## config.mk

```make
export PLATFORM = sky130hd
export DESIGN_NAME = icw_ocw_command_sequencer
export DESIGN_NICKNAME = d
export VERILOG_FILES = /design/src/rtl/icw_ocw_command_sequencer.sv
export SDC_FILE = /design/constraint.sdc
export NUM_CORES = 1
export LEC_CHECK = 0
export ABC_AREA = 1
export CAP_MARGIN = 25
export CORE_MARGIN = 3
export CORE_UTILIZATION = 50
export CTS_BUF_LIST = sky130_fd_sc_hd__clkbuf_2 sky130_fd_sc_hd__clkbuf_4 sky130_fd_sc_hd__clkbuf_8
export CTS_CLUSTER_DIAMETER = 80
export DETAILED_ROUTE_END_ITERATION = 16
export PLACE_DENSITY = 0.95
export SLEW_MARGIN = 20
export SYNTH_ARGS = -nofsm -noshare
export SYNTH_HDL_FRONTEND = slang
export SYNTH_SLANG_ARGS = --single-unit
```

## constraint.sdc

```tcl
create_clock -name clk -period 2.6 [get_ports clk]
set_input_delay 0.65 -clock clk [delete_from_list [all_inputs] [get_ports clk]]
set_output_delay 0.65 -clock clk [all_outputs]
set_load 0.05 [all_outputs]
```

## src/rtl/icw_ocw_command_sequencer.sv

```systemverilog
// 8259 command sequencer: detects write strobes from the read/write stage,
// walks the ICW1..ICW4 initialization sequence, then decodes OCW1/OCW2/OCW3.
// Holds all programmed configuration and emits one-cycle EOI command pulses.
module icw_ocw_command_sequencer #(
    parameter int DATA_W = 8
) (
    input  logic              clk,
    input  logic              reset,
    input  logic              write_enable,
    input  logic              a0,
    input  logic [DATA_W-1:0] data_in,
    output logic              init_done,
    output logic              ltim,
    output logic              single_mode,
    output logic [4:0]        vector_base,
    output logic [DATA_W-1:0] cascade_cfg,
    output logic              auto_eoi,
    output logic [DATA_W-1:0] imr,
    output logic              eoi_pulse,
    output logic              eoi_specific,
    output logic [2:0]        eoi_level,
    output logic              rotate,
    output logic              read_isr
);

    typedef enum logic [2:0] {
        UNINIT,
        WAIT_ICW2,
        WAIT_ICW3,
        WAIT_ICW4,
        READY
    } state_t;

    state_t            state_q, state_d;
    logic              wr_prev_q;
    logic              ic4_q, ic4_d;
    logic              init_done_q, init_done_d;
    logic              ltim_q, ltim_d;
    logic              single_q, single_d;
    logic [4:0]        vbase_q, vbase_d;
    logic [DATA_W-1:0] cas_q, cas_d;
    logic              aeoi_q, aeoi_d;
    logic [DATA_W-1:0] imr_q, imr_d;
    logic              pulse_q, pulse_d;
    logic              sl_q, sl_d;
    logic [2:0]        lvl_q, lvl_d;
    logic              rot_q, rot_d;
    logic              risr_q, risr_d;

    logic wr_event;
    logic is_icw1;

    // A write happens only on the high-to-low transition of the strobe.
    assign wr_event = wr_prev_q & ~write_enable;
    assign is_icw1  = wr_event & ~a0 & data_in[4];

    // State and configuration registers; reset overrides any write event.
    always_ff @(posedge clk) begin
        if (reset) begin
            state_q     <= UNINIT;
            wr_prev_q   <= 1'b1;
            ic4_q       <= 1'b0;
            init_done_q <= 1'b0;
            ltim_q      <= 1'b0;
            single_q    <= 1'b0;
            vbase_q     <= '0;
            cas_q       <= '0;
            aeoi_q      <= 1'b0;
            imr_q       <= '0;
            pulse_q     <= 1'b0;
            sl_q        <= 1'b0;
            lvl_q       <= '0;
            rot_q       <= 1'b0;
            risr_q      <= 1'b0;
        end else begin
            state_q     <= state_d;
            wr_prev_q   <= write_enable;
            ic4_q       <= ic4_d;
            init_done_q <= init_done_d;
            ltim_q      <= ltim_d;
            single_q    <= single_d;
            vbase_q     <= vbase_d;
            cas_q       <= cas_d;
            aeoi_q      <= aeoi_d;
            imr_q       <= imr_d;
            pulse_q     <= pulse_d;
            sl_q        <= sl_d;
            lvl_q       <= lvl_d;
            rot_q       <= rot_d;
            risr_q      <= risr_d;
        end
    end

    // Next-state decode: ICW1 restarts from any state, otherwise step by state.
    always_comb begin
        state_d     = state_q;
        ic4_d       = ic4_q;
        init_done_d = init_done_q;
        ltim_d      = ltim_q;
        single_d    = single_q;
        vbase_d     = vbase_q;
        cas_d       = cas_q;
        aeoi_d      = aeoi_q;
        imr_d       = imr_q;
        pulse_d     = 1'b0;
        sl_d        = sl_q;
        lvl_d       = lvl_q;
        rot_d       = rot_q;
        risr_d      = risr_q;

        if (is_icw1) begin
            ltim_d      = data_in[3];
            single_d    = data_in[1];
            ic4_d       = data_in[0];
            imr_d       = '0;
            risr_d      = 1'b0;
            aeoi_d      = 1'b0;
            init_done_d = 1'b0;
            state_d     = WAIT_ICW2;
        end else if (wr_event) begin
            unique case (state_q)
                WAIT_ICW2: if (a0) begin
                    vbase_d = data_in[7:3];
                    if (!single_q) begin
                        state_d = WAIT_ICW3;
                    end else if (ic4_q) begin
                        state_d = WAIT_ICW4;
                    end else begin
                        state_d     = READY;
                        init_done_d = 1'b1;
                    end
                end
                WAIT_ICW3: if (a0) begin
                    cas_d = data_in;
                    if (ic4_q) begin
                        state_d = WAIT_ICW4;
                    end else begin
                        state_d     = READY;
                        init_done_d = 1'b1;
                    end
                end
                WAIT_ICW4: if (a0) begin
                    aeoi_d      = data_in[1];
                    state_d     = READY;
                    init_done_d = 1'b1;
                end
                READY: begin
                    if (a0) begin
                        imr_d = data_in;
                    end else if (!data_in[3]) begin
                        rot_d   = data_in[7];
                        sl_d    = data_in[6];
                        lvl_d   = data_in[2:0];
                        pulse_d = data_in[5];
                    end else if (data_in[1]) begin
                        risr_d = data_in[0];
                    end
                end
                default: ;
            endcase
        end
    end

    assign init_done    = init_done_q;
    assign ltim         = ltim_q;
    assign single_mode  = single_q;
    assign vector_base  = vbase_q;
    assign cascade_cfg  = cas_q;
    assign auto_eoi     = aeoi_q;
    assign imr          = imr_q;
    assign eoi_pulse    = pulse_q;
    assign eoi_specific = sl_q;
    assign eoi_level    = lvl_q;
    assign rotate       = rot_q;
    assign read_isr     = risr_q;

endmodule

```

==> flow_summary.ini, run 1 <==
[die]
design.core.area_um2 = 2590
die_area_um2 = 3530
die_x_um = 59.4
num_rows = 18
die_h_um = 59.4
initial_core_util_pct = 55.1
io_pins = 44

[grt]
gr-usage-met3_pct = 5.45
grt_max_degree = 22
grt_util_all_layers_pct = 21.2
met2_usage_pct = 34.3
grt.busiest_layer = met2
antenna_found_initial = 0
grt_use_met1_pct = 26.5
grt_pass1_vias = 1345
grt_pass1_wl_um = 5730
overflow = 0

[cts]
cts-root-buf = clkbuf_4
post-cts-setup-buffer-count = 0
clkTransAtPathRegs_ns = 0.10
insertion_delay_ns = 0.33
numCtsBuffers = 5
cts_tree = done
cts_buffer_depth = 2
holdBufCountCts = 0
cts_num_sinks = 37
post_cts_resized = 0
h-tree-depth = 2

[setup_path]
critPathArrivalTime_ns = 1.53
r2r_start = wr_prev_q$_SDFF_PP1_
cp_num_buf_inv = 1
start_kind = flop
critPathMaxStageDelay_ns = 0.83
endpoint_kind = primary output
crit_family = buffers and inverters
r2r-end = state_q[1]$_SDFFE_PP0P_
path_cells = clkdlybuf4s50_1
reg2reg_depth = 6
crit_required_ns = 1.95
endpoint = read_isr
r2r_setup_slack_ns = 1.29
cp.depth = 1
crit_slowest_cell = clkdlybuf4s50_1
crit_path_start = read_isr$_SDFFE_PP0P_
cp_max_fo = 2
critPathKind = flop to primary output

[power]
p_switching_mw = 0.240
combPwrFrac_pct = 8.8
vdd_ir_drop_max_mv = 0.433
p_sw_share_pct = 23.0
power.density_nw_per_um2 = 533
p_clk_share_pct = 35.9
internal_power_mw = 0.804
leakage_nw = 0.748
p_seq_share_pct = 55.3

[routing]
drc = 0
drt_iter0_drc = 67
vias = 1403
viasPerCell = 5.18
antenna_left = 0
drt-pass1-iter-count = 6
post_drt_wl_per_cell_um = 12.5
wirelength_um = 3380

[sta]
finalMaxSlewViolations = 0
slew_headroom_pct = 64.9
hold_viol = 0
finalSetupTns_ns = 0
finalCritPeriodShare_pct = 83.9
max_freq_ghz = 0.458
fin_ws_ns = 0.418
skew_ns = 0.00673
tightest_slew_ns = 0.525
whs_ns = 0.466
rsz0062_at_grt = no
min_period_ns = 2.18
finalSetupViolCount = 0

[worst_hold_path]
hold_class = flop to flop
min_path_cells = 2

[run]
maxCapViolations = 0

[layout]
final_util_pct = 75.7
finalNetCount = 253
drive_above_1_share_pct = 8.71
diodes = 0
area_delta_synth_final_pct = 37.4

[placement]
finalWeightedCongestion = 0.951
port_buffers = 43
hpwl_um = 2530
place_ws_ns = 0.493

[yosys]
synth-seq-cells = 37
netlist_instances = 193
yosysSeqAreaShare_pct = 51.9
syn-num-nets = 205
syn_avg_cell_area_um2 = 7.39
syn_area_um2 = 1430
ys_types = 18
synth_top_area_share_pct = 51.9
yosysTopAreaCell = dfxtp_1
synth.area.top_cells = dfxtp_1, nor2_1, nand2_1
yosysWarnings = 0

[run_status]
outcome = complete, no violations
per-layer routing:
metal | part of all wire, % | vias to the layer above
met3 | 7.9 | 9
met5 | 0 | -
met2 | 47 | 63
met1 | 43 | 626
met4 | 1.2 | 0
li1 | - | 705
registers in the layout, summed over array words and instances (netlist names), 3 cells and up:
| signal | cells |
|---|---|
| cascade_cfg | 8 |
| imr | 8 |
| vector_base | 5 |
| eoi_level | 3 |
| state_q | 3 |
layout by cell type, fill, tap and decap left out, drive strengths merged:
cell type      instances
a21oi                 17
and2                   1
buf                    1
bufinv                 1
clkbuf                 5
clkdlybuf4s50         43
clkinv                 1
dfxtp                 37
inv                   18
nand2                 39
nand3                  4
nand4                  1
nor2                  50
o21ai                 22
or2                    1
worst register-to-register path, cell delays in order, from the launching register on:
cell and delay (ns):
dfxtp_1 0.36, nand2_2 0.09, nor2_2 0.21, nand2_2 0.13, nand2_2 0.23, a21oi_1 0.07
and2_1 0.14
cell usage after synthesis:
cell,n
o21ai_0,21
and2_1,1
nor2_4,2
a21oi_1,17
buf_4,1
dfxtp_1,37
clkbuf_1,2
nand2_2,5
o21ai_1,1
nand4_1,1
nor2_1,47
or2_0,1
inv_2,4
nand3_1,3
nand3_2,1
nor2_2,1
inv_1,14
nand2_1,34
worst min path at each step:
stage                                 startpoint                     end  slack, ns
after global routing      init_done$_SDFFE_PP0P_  init_done$_SDFFE_PP0P_       0.50
after detailed placement   auto_eoi$_SDFFE_PP0P_   auto_eoi$_SDFFE_PP0P_       0.46
after global placement        ic4_q$_SDFFE_PP0P_      ic4_q$_SDFFE_PP0P_       0.45
after floorplan               ic4_q$_SDFFE_PP0P_      ic4_q$_SDFFE_PP0P_       0.43
final                     init_done$_SDFFE_PP0P_  init_done$_SDFFE_PP0P_       0.47
after CTS                  auto_eoi$_SDFFE_PP0P_   auto_eoi$_SDFFE_PP0P_       0.47
power groups by stage:
| stage | Clock, mW | Sequential [mW] | Combinational [mW] |
|---|---|---|---|
| finish | 0.375 | 0.577 | 0.0915 |
| global route | 0.406 | 0.579 | 0.101 |
| CTS | 0.379 | 0.578 | 0.0906 |
| detailed placement | 0 | 0.591 | 0.0899 |
| global placement | 0 | 0.590 | 0.0888 |
| floorplan | 0 | 0.603 | 0.0377 |
stage by stage:
stage          std cells  power [mW]  area [um^2]
4_1_cts              271        1.05         1960
3_5_place_dp         264       0.681         1890
2_1_floorplan        193       0.641         1430
5_1_grt              271        1.09         1960
3_3_place_gp         264       0.679         1890
6_report             271        1.04         1960
final cells by class:
cell class	instances	area, um^2
Multi-Input combinational cell	135	603
Tap cell	30	37.5
Inverter	18	67.6
Sequential cell	37	741
Timing Repair Buffer	44	438
Fill cell	192	631
Clock inverter	2	35.0
Clock buffer	5	37.5
logic make-up (layout without fill, tap and decap cells):
| group | after synthesis | count (layout) | synth area share [%] |
|---|---|---|---|
| AND/OR/NAND/NOR | 96 | 96 | 28.6 |
| AO/OA/AOI/OAI | 39 | 39 | 13.7 |
| flip-flops | 37 | 37 | 51.9 |
| buffers and inverters | 21 | 69 | 5.79 |
Power figures use the tool's default switching activity.
==> run 2: changes to the inputs <==
CORE_UTILIZATION = 43   (was 50)
PLACE_DENSITY = 0.88   (was 0.95)
clock period = 1.9 ns   (was 2.6 ns; I/O delays follow)
==> flow_summary.ini, run 2 (synthesized netlist as in run 1, its figures left out) <==
[die]
io_pins = 44
initial_core_util_pct = 46.0
die_h_um = 63.6
die_area_um2 = 4040
design.core.area_um2 = 3100
die_x_um = 63.6
num_rows = 20

[setup_path]
critPathArrivalTime_ns = 1.73
cp_max_fo = 5
critPathKind = primary input to flop
endpoint_kind = flop
start_kind = primary input
crit_required_ns = 2.15

[layout]
area_delta_synth_final_pct = 34.9
drive_above_1_share_pct = 23.3
final_area_um2 = 1920
finalNetCount = 256
layout_commonest_cell = nor2_1
diodes = 0
layout_common_cells = nor2_1, dfxtp_1, buf_4
final_util_pct = 62.0

[grt]
overflow = 0
grt_pass1_vias = 1206
grt_util_all_layers_pct = 17.1
grt_max_degree = 21
grt_pass1_wl_um = 5330
antenna_found_initial = 0

[cts]
numCtsBuffers = 5
clkTransAtPathRegs_ns = 0.11
cts_num_sinks = 37
cts_tree = done
holdBufCountCts = 0
cts_buffer_depth = 2
insertion_delay_ns = 0.34
cts-root-buf = clkbuf_4
post-cts-setup-buffer-count = 0
h-tree-depth = 2
post_cts_resized = 0

[placement]
finalWeightedCongestion = 0.858
postPlaceCellArea_um2 = 1860
hpwl_um = 2460
port_buffers = 43

[routing]
vias = 1379
drt_iter0_drc = 78
met2_length_um = 1430
wirelength_um = 3200
drc = 0
post_drt_wl_per_cell_um = 11.1
drt-pass1-iter-count = 4
top_layer = met4
viasPerCell = 4.77
dr_wl_met3_um = 294
antenna_left = 0
met1_length_um = 1400

[sta]
rsz0062_at_grt = no
max_freq_ghz = 0.677
finalSetupTns_ns = 0
finalSetupViolCount = 0
finalCritPeriodShare_pct = 77.8
skew_ns = 0.00887
hold_viol = 0
finalMaxSlewViolations = 0
whs_ns = 0.462
tightest_slew_ns = 0.233
min_period_ns = 1.48
slew_headroom_pct = 84.4

[run]
maxCapViolations = 0

[worst_hold_path]
hold_class = flop to flop

[power]
power_mw = 1.35
leakage_nw = 0.830
vdd_ir_drop_max_mv = 0.382
power.density_nw_per_um2 = 704

[run_status]
outcome = complete, no violations
[run 2: cell count changes in the layout (fill, tap and decap cells not counted), sizes merged]
cell,before,now
buf,1,36
clkbuf,5,6
clkinv,1,2
bufinv,1,0
clkdlybuf4s50,43,11
[run 2: report_power, final]
part           total [mW]  switching (mW)  internal, mW
sequential          0.790         0.00607         0.784
combinational       0.132          0.0788        0.0531
clock               0.432           0.252         0.180
total                1.35           0.337          1.02
[run 2: final timing paths]
| path | startpoint | endpoint | slack, ns | depth (start not counted) |
|---|---|---|---|---|
| worst max-delay path | a0 | state_q[1]$_SDFFE_PP0P_ | 0.42 | 7 |
| worst min-delay path | init_done$_SDFFE_PP0P_ | init_done$_SDFFE_PP0P_ | 0.46 | 2 |
| worst max register to register | wr_prev_q$_SDFF_PP1_ | imr[1]$_SDFFE_PP0P_ | 0.67 | 7 |
| worst min register to register | init_done$_SDFFE_PP0P_ | init_done$_SDFFE_PP0P_ | 0.46 | 2 |
[run 2: layer usage]
layer,vias to the layer above,GRT usage (%)
li1,718,-
met1,596,21.0
met2,59,26.5
met3,6,6.06
met4,0,8.09
met5,-,0
[run 2: final cells by class]
type	count	area [um^2]
Fill cell	282	1180
Timing Repair Buffer	47	393
Sequential cell	37	741
Inverter	18	67.6
Clock buffer	6	51.3
Clock inverter	2	13.8
Multi-Input combinational cell	135	603
Tap cell	44	55.1
[run 2: critical path, cell delays in order]
cell	delay (ns)
clkdlybuf4s50_1	0.54
inv_2	0.07
nor2_4	0.17
nand2_1	0.12
nor2_1	0.10
nand2_1	0.09
and2_1	0.16
[run 2: through the flow]
stage / worst slack (ns) / cells
2_1_floorplan: 0.640 / 193
3_3_place_gp: 0.0976 / 281
3_5_place_dp: 0.0732 / 281
4_1_cts: 0.452 / 289
5_1_grt: 0.352 / 289
6_report: 0.422 / 289
